### src/rtl/fetch_unit.sv
// fetch_unit: instruction fetch with at most one outstanding memory read and a
// small in-order buffer toward decode.
// Optional feature macro: FETCH_MISALIGN_EXC_EN. When defined, a misaligned
// redirect target is delivered to decode as one exception entry and fetching
// halts until the next redirect. When undefined, the target is silently aligned.
module fetch_unit #(
    parameter logic [31:0] RESET_PC  = 32'h0000_0000,
    parameter int          BUF_DEPTH = 2
) (
    input  logic        clk,
    input  logic        reset_n,
    output logic        mem_req,
    output logic [31:0] mem_addr,
    input  logic        mem_rvalid,
    input  logic [31:0] mem_rdata,
    input  logic        redirect,
    input  logic [31:0] redirect_pc,
    output logic        if_valid,
    input  logic        if_ready,
    output logic [31:0] if_instr,
    output logic [31:0] if_pc,
    output logic        if_exc
);
    localparam int               PTR_W     = $clog2(BUF_DEPTH);
    localparam int               CNT_W     = PTR_W + 1;
    localparam logic [CNT_W-1:0] DEPTH_C   = CNT_W'(BUF_DEPTH);
    localparam logic [CNT_W-1:0] CNT_ZERO  = {CNT_W{1'b0}};
    localparam logic [CNT_W-1:0] CNT_ONE   = CNT_W'(1);
    localparam logic [PTR_W-1:0] PTR_ZERO  = {PTR_W{1'b0}};
    localparam logic [PTR_W-1:0] PTR_ONE   = PTR_W'(1);
    localparam logic [31:0]      NOP_INSTR = 32'h0000_0013;

    // IDLE: nothing outstanding; WAIT: response will be kept; DROP: response discarded.
    localparam logic [1:0] ST_IDLE = 2'd0;
    localparam logic [1:0] ST_WAIT = 2'd1;
    localparam logic [1:0] ST_DROP = 2'd2;

    logic [1:0]       state_r;
    logic [31:0]      fetch_pc_r;
    logic [31:0]      req_addr_r;
    logic             started_r;
    logic             halt_r;
    logic [PTR_W-1:0] rd_ptr_r;
    logic [PTR_W-1:0] wr_ptr_r;
    logic [CNT_W-1:0] count_r;
    logic [31:0]      buf_instr_r [BUF_DEPTH];
    logic [31:0]      buf_pc_r    [BUF_DEPTH];
    logic             buf_exc_r   [BUF_DEPTH];

    logic             issue_s;
    logic             push_s;
    logic             pop_s;
    logic             misalign_s;
    logic [31:0]      target_pc_s;

`ifdef FETCH_MISALIGN_EXC_EN
    // Redirect target taken as-is; a misaligned target becomes an exception entry.
    always_comb begin
        misalign_s  = 1'b0;
        target_pc_s = redirect_pc;
        if (redirect && (redirect_pc[1:0] != 2'b00)) begin
            misalign_s = 1'b1;
        end else begin
            misalign_s = 1'b0;
        end
    end
`else
    // Redirect target forced to word alignment; no exception path exists.
    always_comb begin
        misalign_s  = 1'b0;
        target_pc_s = redirect_pc & 32'hFFFF_FFFC;
    end
`endif

    // Request, push and pop qualifiers; a redirect overrides all three.
    always_comb begin
        issue_s = 1'b0;
        push_s  = 1'b0;
        pop_s   = 1'b0;
        if (started_r && (state_r == ST_IDLE) && (count_r < DEPTH_C) && !redirect && !halt_r) begin
            issue_s = 1'b1;
        end else begin
            issue_s = 1'b0;
        end
        if ((state_r == ST_WAIT) && mem_rvalid && !redirect) begin
            push_s = 1'b1;
        end else begin
            push_s = 1'b0;
        end
        if ((count_r != CNT_ZERO) && if_ready && !redirect) begin
            pop_s = 1'b1;
        end else begin
            pop_s = 1'b0;
        end
    end

    assign mem_req  = issue_s;
    assign mem_addr = fetch_pc_r;
    assign if_valid = (count_r != CNT_ZERO);
    assign if_instr = buf_instr_r[rd_ptr_r];
    assign if_pc    = buf_pc_r[rd_ptr_r];
    assign if_exc   = buf_exc_r[rd_ptr_r];

    // Fetch state machine, fetch address and buffer bookkeeping.
    always_ff @(posedge clk) begin
        if (!reset_n) begin
            state_r    <= ST_IDLE;
            fetch_pc_r <= RESET_PC;
            req_addr_r <= 32'h0000_0000;
            started_r  <= 1'b0;
            halt_r     <= 1'b0;
            rd_ptr_r   <= PTR_ZERO;
            wr_ptr_r   <= PTR_ZERO;
            count_r    <= CNT_ZERO;
        end else begin
            // started_r keeps the first request off until reset_n has been seen high.
            started_r <= 1'b1;
            if (redirect) begin
                fetch_pc_r <= target_pc_s;
                rd_ptr_r   <= PTR_ZERO;
                halt_r     <= misalign_s;
                wr_ptr_r   <= misalign_s ? PTR_ONE : PTR_ZERO;
                count_r    <= misalign_s ? CNT_ONE : CNT_ZERO;
                // An in-flight request whose data is not here yet must be swallowed later.
                if ((state_r != ST_IDLE) && !mem_rvalid) begin
                    state_r <= ST_DROP;
                end else begin
                    state_r <= ST_IDLE;
                end
            end else begin
                case (state_r)
                    ST_IDLE: begin
                        if (issue_s) begin
                            state_r    <= ST_WAIT;
                            req_addr_r <= fetch_pc_r;
                            fetch_pc_r <= fetch_pc_r + 32'd4;
                        end
                    end
                    ST_WAIT: begin
                        if (mem_rvalid) begin
                            state_r <= ST_IDLE;
                        end
                    end
                    ST_DROP: begin
                        if (mem_rvalid) begin
                            state_r <= ST_IDLE;
                        end
                    end
                    default: state_r <= ST_IDLE;
                endcase
                if (push_s) begin
                    wr_ptr_r <= wr_ptr_r + PTR_ONE;
                end
                if (pop_s) begin
                    rd_ptr_r <= rd_ptr_r + PTR_ONE;
                end
                case ({push_s, pop_s})
                    2'b10:   count_r <= count_r + CNT_ONE;
                    2'b01:   count_r <= count_r - CNT_ONE;
                    default: count_r <= count_r;
                endcase
            end
        end
    end

    // Buffer storage: cleared on reset so decode sees zeros, then written on push.
    always_ff @(posedge clk) begin
        if (!reset_n) begin
            for (int i = 0; i < BUF_DEPTH; i++) begin
                buf_instr_r[i] <= 32'h0000_0000;
                buf_pc_r[i]    <= 32'h0000_0000;
                buf_exc_r[i]   <= 1'b0;
            end
        end else if (misalign_s) begin
            buf_instr_r[PTR_ZERO] <= NOP_INSTR;
            buf_pc_r[PTR_ZERO]    <= redirect_pc;
            buf_exc_r[PTR_ZERO]   <= 1'b1;
        end else if (push_s) begin
            buf_instr_r[wr_ptr_r] <= mem_rdata;
            buf_pc_r[wr_ptr_r]    <= req_addr_r;
            buf_exc_r[wr_ptr_r]   <= 1'b0;
        end
    end
endmodule

### config.mk
export PLATFORM = sky130hd
export DESIGN_NAME = fetch_unit
export DESIGN_NICKNAME = d
export VERILOG_FILES = /design/src/rtl/fetch_unit.sv
export SDC_FILE = /design/constraint.sdc
export NUM_CORES = 1
export LEC_CHECK = 0
export ABC_CLOCK_PERIOD_IN_PS = 10170
export CORE_UTILIZATION = 52
export CTS_CLUSTER_SIZE = 25
export DETAILED_ROUTE_END_ITERATION = 16
export GPL_TIMING_DRIVEN = 0
export PLACE_DENSITY = 0.78
export SLEW_MARGIN = 25
export SYNTH_ARGS = -nofsm -noshare
export SYNTH_HDL_FRONTEND = slang
export SYNTH_SLANG_ARGS = --single-unit
export TNS_END_PERCENT = 50
### constraint.sdc
create_clock -name clk -period 10.17 [get_ports clk]
set_clock_uncertainty 0.15 [all_clocks]
set_input_delay 2.5425 -clock clk [delete_from_list [all_inputs] [get_ports clk]]
set_output_delay 2.5425 -clock clk [all_outputs]
set_load 0.02 [all_outputs]
==> results.cfg, run 1 <==
[floorplan]
rows = 46
coreArea_um2 = 15900
die_h_um = 130
start_util_pct = 53.6
ioPinCount = 168
die_w_um = 130
die-area_um2 = 17000

[clocking]
cts_tree = done
cts_setup_buffers = 0
cts_inserted_buffers = 17
cts_buffer_depth = 2
htreeDepth = 4
insertion_delay_ns = 0.43
root_buffer = clkbuf_16
clkTransAtPathRegs_ns = 0.06
cts_hold_buf = 0
cts_resized = 0
numClockSinks = 192

[sta]
fin_hold_ws_ns = 0.309
period_needed_ns = 7.65
layout_setup_ws_ns = 2.52
finalCritPeriodShare_pct = 75.2
hold_violations = 0
tightestPinTransition_ns = 0.590
setup_viol = 0
maxSlewViolCount = 0
slew_headroom_pct = 60.3
fmax_mhz = 131
tns_ns = 0
rsz0062_at_grt = no

[worst_setup_path]
cp_max_fo = 10
cp_num_buf_inv = 5
setup.worst_path.class = in2out
worstPathRequired_ns = 7.48
crit_chain = clkdlybuf4s50_1 -> nand4bb_1 -> clkbuf_1 -> inv_1 -> clkbuf_1 -> clkdlybuf4s50_1
r2r-end = buf_instr_r[1][21]
reg2reg_from = state_r[1]
r2r.worst_path.cells = 7
end_kind = output pin
arrival_ns = 4.96
crit_path_max_incr_delay_ns = 0.71
r2r_slack_ns = 7.60
start_kind = input port
cp_top_family = buffers and inverters
crit_slowest_cell = clkdlybuf4s50_1

[place]
hpwl_um = 14400
place.gp.congestion = 0.935
io_buffers = 160
dpl_worst_slack_ns = 2.54

[finish]
layout.nets = 1010
post-route-util_pct = 69.7
area_delta_synth_final_pct = 30.0
layout-drive-gt1-share_pct = 11.4
diodes = 0

[routing]
drc_errors = 0
drt_iter0_drc = 398
finalWirelength_um = 19700
detail-route-antenna-nets = 0
via_count = 6388
wl_per_cell_um = 16.9
via_per_inst = 5.48
drtPass1Iterations = 5

[yosys]
syn-instance-count = 748
yosys_register_bits = 192
syn-cell-area_um2 = 8550
seq_area_frac_synth_pct = 59.5
yosysWarnings = 0
async_flop_share_pct = 0
synth_edf_count = 124
synth_cell_types = 51
synth_flop_cell = edfxtp_1
synth_area_per_cell_um2 = 11.4

[global_routing]
grt_pass1_vias = 6051
grt_start_max_net_pins = 35
grt.overflow.total = 0
grtUsageTotal_pct = 23.9
grt_pass1_wl_um = 30500
antenna_found_initial = 0

[power_and_ir_drop]
leakagePower_nw = 3.93
peakVddDrop_v = 0.000124
powerDensity_nw_per_um2 = 149

[worst_hold_path]
min_to = req_addr_r[17]
min_delay_path_depth = 2
hold_path_class = reg2reg
min_from = req_addr_r[17]

[status]
status = finished clean

[flow_run]
maxCapViolations = 0
-- how the worst max path moves through the flow --
stage | slack [ns] | to | cells past startpoint | startpoint
2_1_floorplan | 2.03 | buf_instr_r[0][0] | 4 | redirect
3_3_place_gp | -1.31 | buf_pc_r[0][9] | 5 | redirect
3_5_place_dp | 2.54 | mem_req | 6 | redirect
4_1_cts | 2.54 | mem_req | 6 | redirect
5_1_grt | 2.38 | mem_req | 6 | redirect
6_report | 2.52 | mem_req | 6 | redirect
-- layer usage --
layer,global-route usage (%),up-vias,wire length (um),share of wire (%)
met3,4.63,25,1620,8.2
met2,40.2,287,9460,48
met5,0,-,0,0
met4,9.92,0,351,1.8
li1,-,3058,-,-
met1,30.2,3018,8250,42
-- cell usage in the layout (no fill, tap or decap), types with 12 or more instances in the layout --
cell             synthesis  layout
dfxtp_1                 68      68
nand3_1                 21      21
a21oi_1                 39      39
clkbuf_1                42      46
nor2_1                  17      17
or4_1                   12      12
and2_1                 126     126
mux2_2                  62      62
edfxtp_1               124     124
o21ai_0                 23      22
clkdlybuf4s50_1          0     160
clkbuf_16                0      17
nand2_1                 83      83
-- tightest hold or removal path, stage by stage (launching register included) --
cell and delay (ns):
dfxtp_1 0.31, nand2_1 0.05, a21oi_1 0.05
-- power breakdown --
group / internal, W / total [W] / switching [W]
Clock: 0.000334 / 0.000605 / 0.000270
Combinational: 0.0000850 / 0.000173 / 0.0000885
Sequential: 0.000859 / 0.000883 / 0.0000243
-- state kept, by name (all words and copies together) (netlist names), 2 cells and up, named ones only --
name	count
count_r	2
buf_pc_r	60
req_addr_r	30
mem_addr	30
state_r	2
buf_instr_r	64
-- through the flow --
stage	area, um2	std cells	total power (W)
CTS	11100	1166	0.00167
detailed placement	10600	1134	0.00107
finish	11100	1166	0.00166
floorplan	8560	752	0.000978
global placement	10400	1128	0.00107
global route	11100	1166	0.00172
-- Yosys cell counts, drive strengths merged, types with 4 or more instances --
master / n / share of area (%)
and2: 127 / 9.3
inv: 8 / 0.35
and3: 5 / 0.37
nor4: 4 / 0.29
a211oi: 4 / 0.35
xor2: 6 / 0.61
buf: 8 / 0.60
nor2: 17 / 0.75
mux2: 62 / 8.2
dfxtp: 68 / 16
edfxtp: 124 / 44
nand3: 21 / 1.2
and4: 5 / 0.51
clkbuf: 42 / 1.8
nor3: 9 / 0.53
a21oi: 39 / 2.3
o21ai: 23 / 1.3
nand2: 83 / 3.6
or3: 8 / 0.59
nand4: 12 / 0.95
a32oi: 4 / 0.41
a31oi: 8 / 0.59
o31ai: 5 / 0.44
xnor2: 7 / 0.72
ha: 4 / 0.59
or4: 12 / 1.1
-- cell type report --
type	instances	area, um2
multi-input cells	500	3260
flip-flops and latches	192	5080
inverters	10	37.5
repair buffers	166	1720
well taps	216	270
clock buffers	21	440
clock inverters	11	92.6
plain buffers	50	209
fillers	1172	4830
-- cells by family (layout without fill, tap and decap cells) --
logic type               Yosys count  count (layout)  share of synthesized area [%]
other                              1               5                         0.0439
AO/OA/AOI/OAI                     98              98                           6.89
flip-flops                       192             192                           59.5
AND/OR/NAND/NOR                  316             316                           20.4
adder cells (fa/ha/maj)            4               4                          0.585
XOR/XNOR                          13              13                           1.33
buffers and inverters             60             258                           2.88
multiplexers                      64              64                           8.40
No activity file was read; power rests on OpenSTA's default activity.
==> run 2: changes to the inputs <==
--- a/config.mk
+++ b/config.mk
@@ -5,7 +5,7 @@
 export SDC_FILE = /design/constraint.sdc
 export NUM_CORES = 1
 export LEC_CHECK = 0
-export ABC_CLOCK_PERIOD_IN_PS = 10170
+export ABC_CLOCK_PERIOD_IN_PS = 7800
 export CORE_UTILIZATION = 52
 export CTS_CLUSTER_SIZE = 25
 export DETAILED_ROUTE_END_ITERATION = 16
==> constraint.sdc (replaced) <==
create_clock -name clk -period 7.8 [get_ports clk]
set_clock_uncertainty 0.15 [all_clocks]
set_input_delay 1.95 -clock clk [delete_from_list [all_inputs] [get_ports clk]]
set_output_delay 1.95 -clock clk [all_outputs]
set_load 0.02 [all_outputs]
==> results of run 2 <==
The final DEF is identical to that of run 1. Status: finished clean.
Among the figures that moved: setup slack after placement 2.54 ns -> 1.35 ns; setup slack after layout 2.52 ns -> 1.34 ns; register-to-register setup slack 7.60 ns -> 5.23 ns; total power 0.00166 W -> 0.00217 W; worst IR drop on VDD 0.000124 V -> 0.000162 V
==> run 3: changes to the inputs <==
--- a/config.mk
+++ b/config.mk
@@ -5,12 +5,12 @@
 export SDC_FILE = /design/constraint.sdc
 export NUM_CORES = 1
 export LEC_CHECK = 0
-export ABC_CLOCK_PERIOD_IN_PS = 7800
-export CORE_UTILIZATION = 52
+export ABC_CLOCK_PERIOD_IN_PS = 5450
+export CORE_UTILIZATION = 47
 export CTS_CLUSTER_SIZE = 25
 export DETAILED_ROUTE_END_ITERATION = 16
 export GPL_TIMING_DRIVEN = 0
-export PLACE_DENSITY = 0.78
+export PLACE_DENSITY = 0.75
 export SLEW_MARGIN = 25
 export SYNTH_ARGS = -nofsm -noshare
 export SYNTH_HDL_FRONTEND = slang
==> constraint.sdc (replaced) <==
create_clock -name clk -period 5.45 [get_ports clk]
set_clock_uncertainty 0.15 [all_clocks]
set_input_delay 1.3625 -clock clk [delete_from_list [all_inputs] [get_ports clk]]
set_output_delay 1.3625 -clock clk [all_outputs]
set_load 0.02 [all_outputs]
==> run 3 against run 2 <==
Compared with the run above:
- routed wire length decreased by 0.98%
- hold slack improved by 0.0082 ns
- power increased by 45%
- largest cell class unchanged
- clock power increased by 47%
- global-route usage decreased by 2.3 points
- sequential share of layout area decreased by 0.082 points
- largest power group unchanged
- sequential cell count unchanged
- clock-buffer cell count decreased by 1
- sequential power increased by 43%
- register-to-register slack got worse by 2.3 ns
==> results.cfg, run 3 (same netlist as run 1, synthesis figures left out) <==
[status]
status = finished clean

[worst_setup_path]
setup.worst_path.class = in2out
crit_chain = clkdlybuf4s50_1 -> nand4bb_1 -> clkbuf_1 -> inv_1 -> clkbuf_1 -> clkdlybuf4s50_1
worstPathRequired_ns = 3.94
crit_path_max_incr_delay_ns = 0.69
end_kind = output pin
cp_num_buf_inv = 5
arrival_ns = 3.66
cp_max_fo = 10
start_kind = input port
cp_top_family = buffers and inverters
crit_slowest_cell = clkdlybuf4s50_1

[finish]
area_delta_synth_final_pct = 30.3
layout-drive-gt1-share_pct = 11.4
layout.nets = 1008
final_cell_mix = clkdlybuf4s50_1, and2_1, edfxtp_1
diodes = 0
final_common_cell = clkdlybuf4s50_1
top_regs = buf_instr_r: 64 flops, buf_pc_r: 60 flops
top_register = buf_instr_r
largest_register_ffs = 64
fin_area_um2 = 11100

[routing]
detail-route-antenna-nets = 0
via_count = 6264
wl_per_cell_um = 16.6
drtPass1Iterations = 4
finalWirelength_um = 19500
drt_iter0_drc = 299
via_per_inst = 5.34
drc_errors = 0

[sta]
hold_violations = 0
finalCritPeriodShare_pct = 94.9
slew_headroom_pct = 52.3
rsz0062_at_grt = no
maxSlewViolCount = 0
setup_viol = 0
tightestPinTransition_ns = 0.712
period_needed_ns = 5.17
fmax_mhz = 193

[place]
io_buffers = 160
place.gp.congestion = 0.908
placed_area_um2 = 10600
hpwl_um = 13900

[global_routing]
grt.overflow.total = 0
antenna_found_initial = 0
grt_pass1_wl_um = 30600
grt_pass1_vias = 6023
grt_start_max_net_pins = 50
grtUsageTotal_pct = 21.6

[floorplan]
ioPinCount = 168
die_w_um = 137
start_util_pct = 48.8
die_h_um = 137
coreArea_um2 = 17500
die-area_um2 = 18700
rows = 48

[power_and_ir_drop]
p_total_w = 0.00313
powerDensity_nw_per_um2 = 281
leakagePower_nw = 3.94
peakVddDrop_v = 0.000237

[clocking]
cts_buffer_depth = 2
clkTransAtPathRegs_ns = 0.06
cts_resized = 0
insertion_delay_ns = 0.43
htreeDepth = 4
cts_setup_buffers = 0
cts_tree = done
cts_inserted_buffers = 17
root_buffer = clkbuf_16
cts_hold_buf = 0
numClockSinks = 192

[flow_run]
maxCapViolations = 0

[worst_hold_path]
hold_path_class = reg2reg
==> run 3: cell types whose count changed in the layout (fill, tap and decap cells not counted), sizes merged <==
cell      previous run  this run
clkbuf              63        62
buf                 14        12
inv                  8         9
clkinv               8        11
clkinvlp             4         1
==> run 3: final cells by class <==
class / count / area (um2)
fillers: 1430 / 6400
multi-input cells: 500 / 3260
flip-flops and latches: 192 / 5080
clock buffers: 20 / 437
inverters: 10 / 37.5
plain buffers: 50 / 209
well taps: 225 / 282
clock inverters: 12 / 113
repair buffers: 164 / 1710
==> run 3: final timing paths <==
check,startpoint,to,cells past startpoint,slack [ns]
setup reg to reg,state_r[1],buf_instr_r[1][10],6,2.93
hold / removal,req_addr_r[29],req_addr_r[29],2,0.32
setup / recovery,redirect,mem_req,6,0.28
hold reg to reg,req_addr_r[29],req_addr_r[29],2,0.32
==> run 3: worst reg2reg max path: stages, from the launching register on <==
cell      delay (ns)
dfxtp_1         0.30
inv_1           0.09
ha_1            0.17
nand2_1         0.13
nor3_2          0.62
nand2b_4        0.42
buf_16          0.30
==> run 3: power by group <==
group	internal, W	switching, W	total, W
Combinational	0.000159	0.000165	0.000324
Sequential	0.00160	0.0000439	0.00165
Clock	0.000632	0.000529	0.00116
Total	0.00239	0.000738	0.00313
==> run 3: through the flow <==
stage | hold slack, ns | setup slack, ns | cells | setup TNS (ns) | utilization (%)
floorplan | 0.290 | 0.160 | 752 | 0 | -
global placement | 0.296 | -2.44 | 1137 | -214.03 | 59.6
detailed placement | 0.307 | 0.294 | 1141 | 0 | 60.3
CTS | 0.320 | 0.282 | 1173 | 0 | 63.5
global route | 0.344 | 0.125 | 1173 | 0 | 63.5
finish | 0.317 | 0.277 | 1173 | 0 | 63.5
==> run 3: layer usage <==
metal | routed length, um | share of wire, % | GRT usage (%)
met1 | 8450 | 43 | 27.5
met3 | 1090 | 5.6 | 4.26
met4 | 377 | 1.9 | 7.69
met5 | 0 | 0 | 0
met2 | 9580 | 49 | 36.5
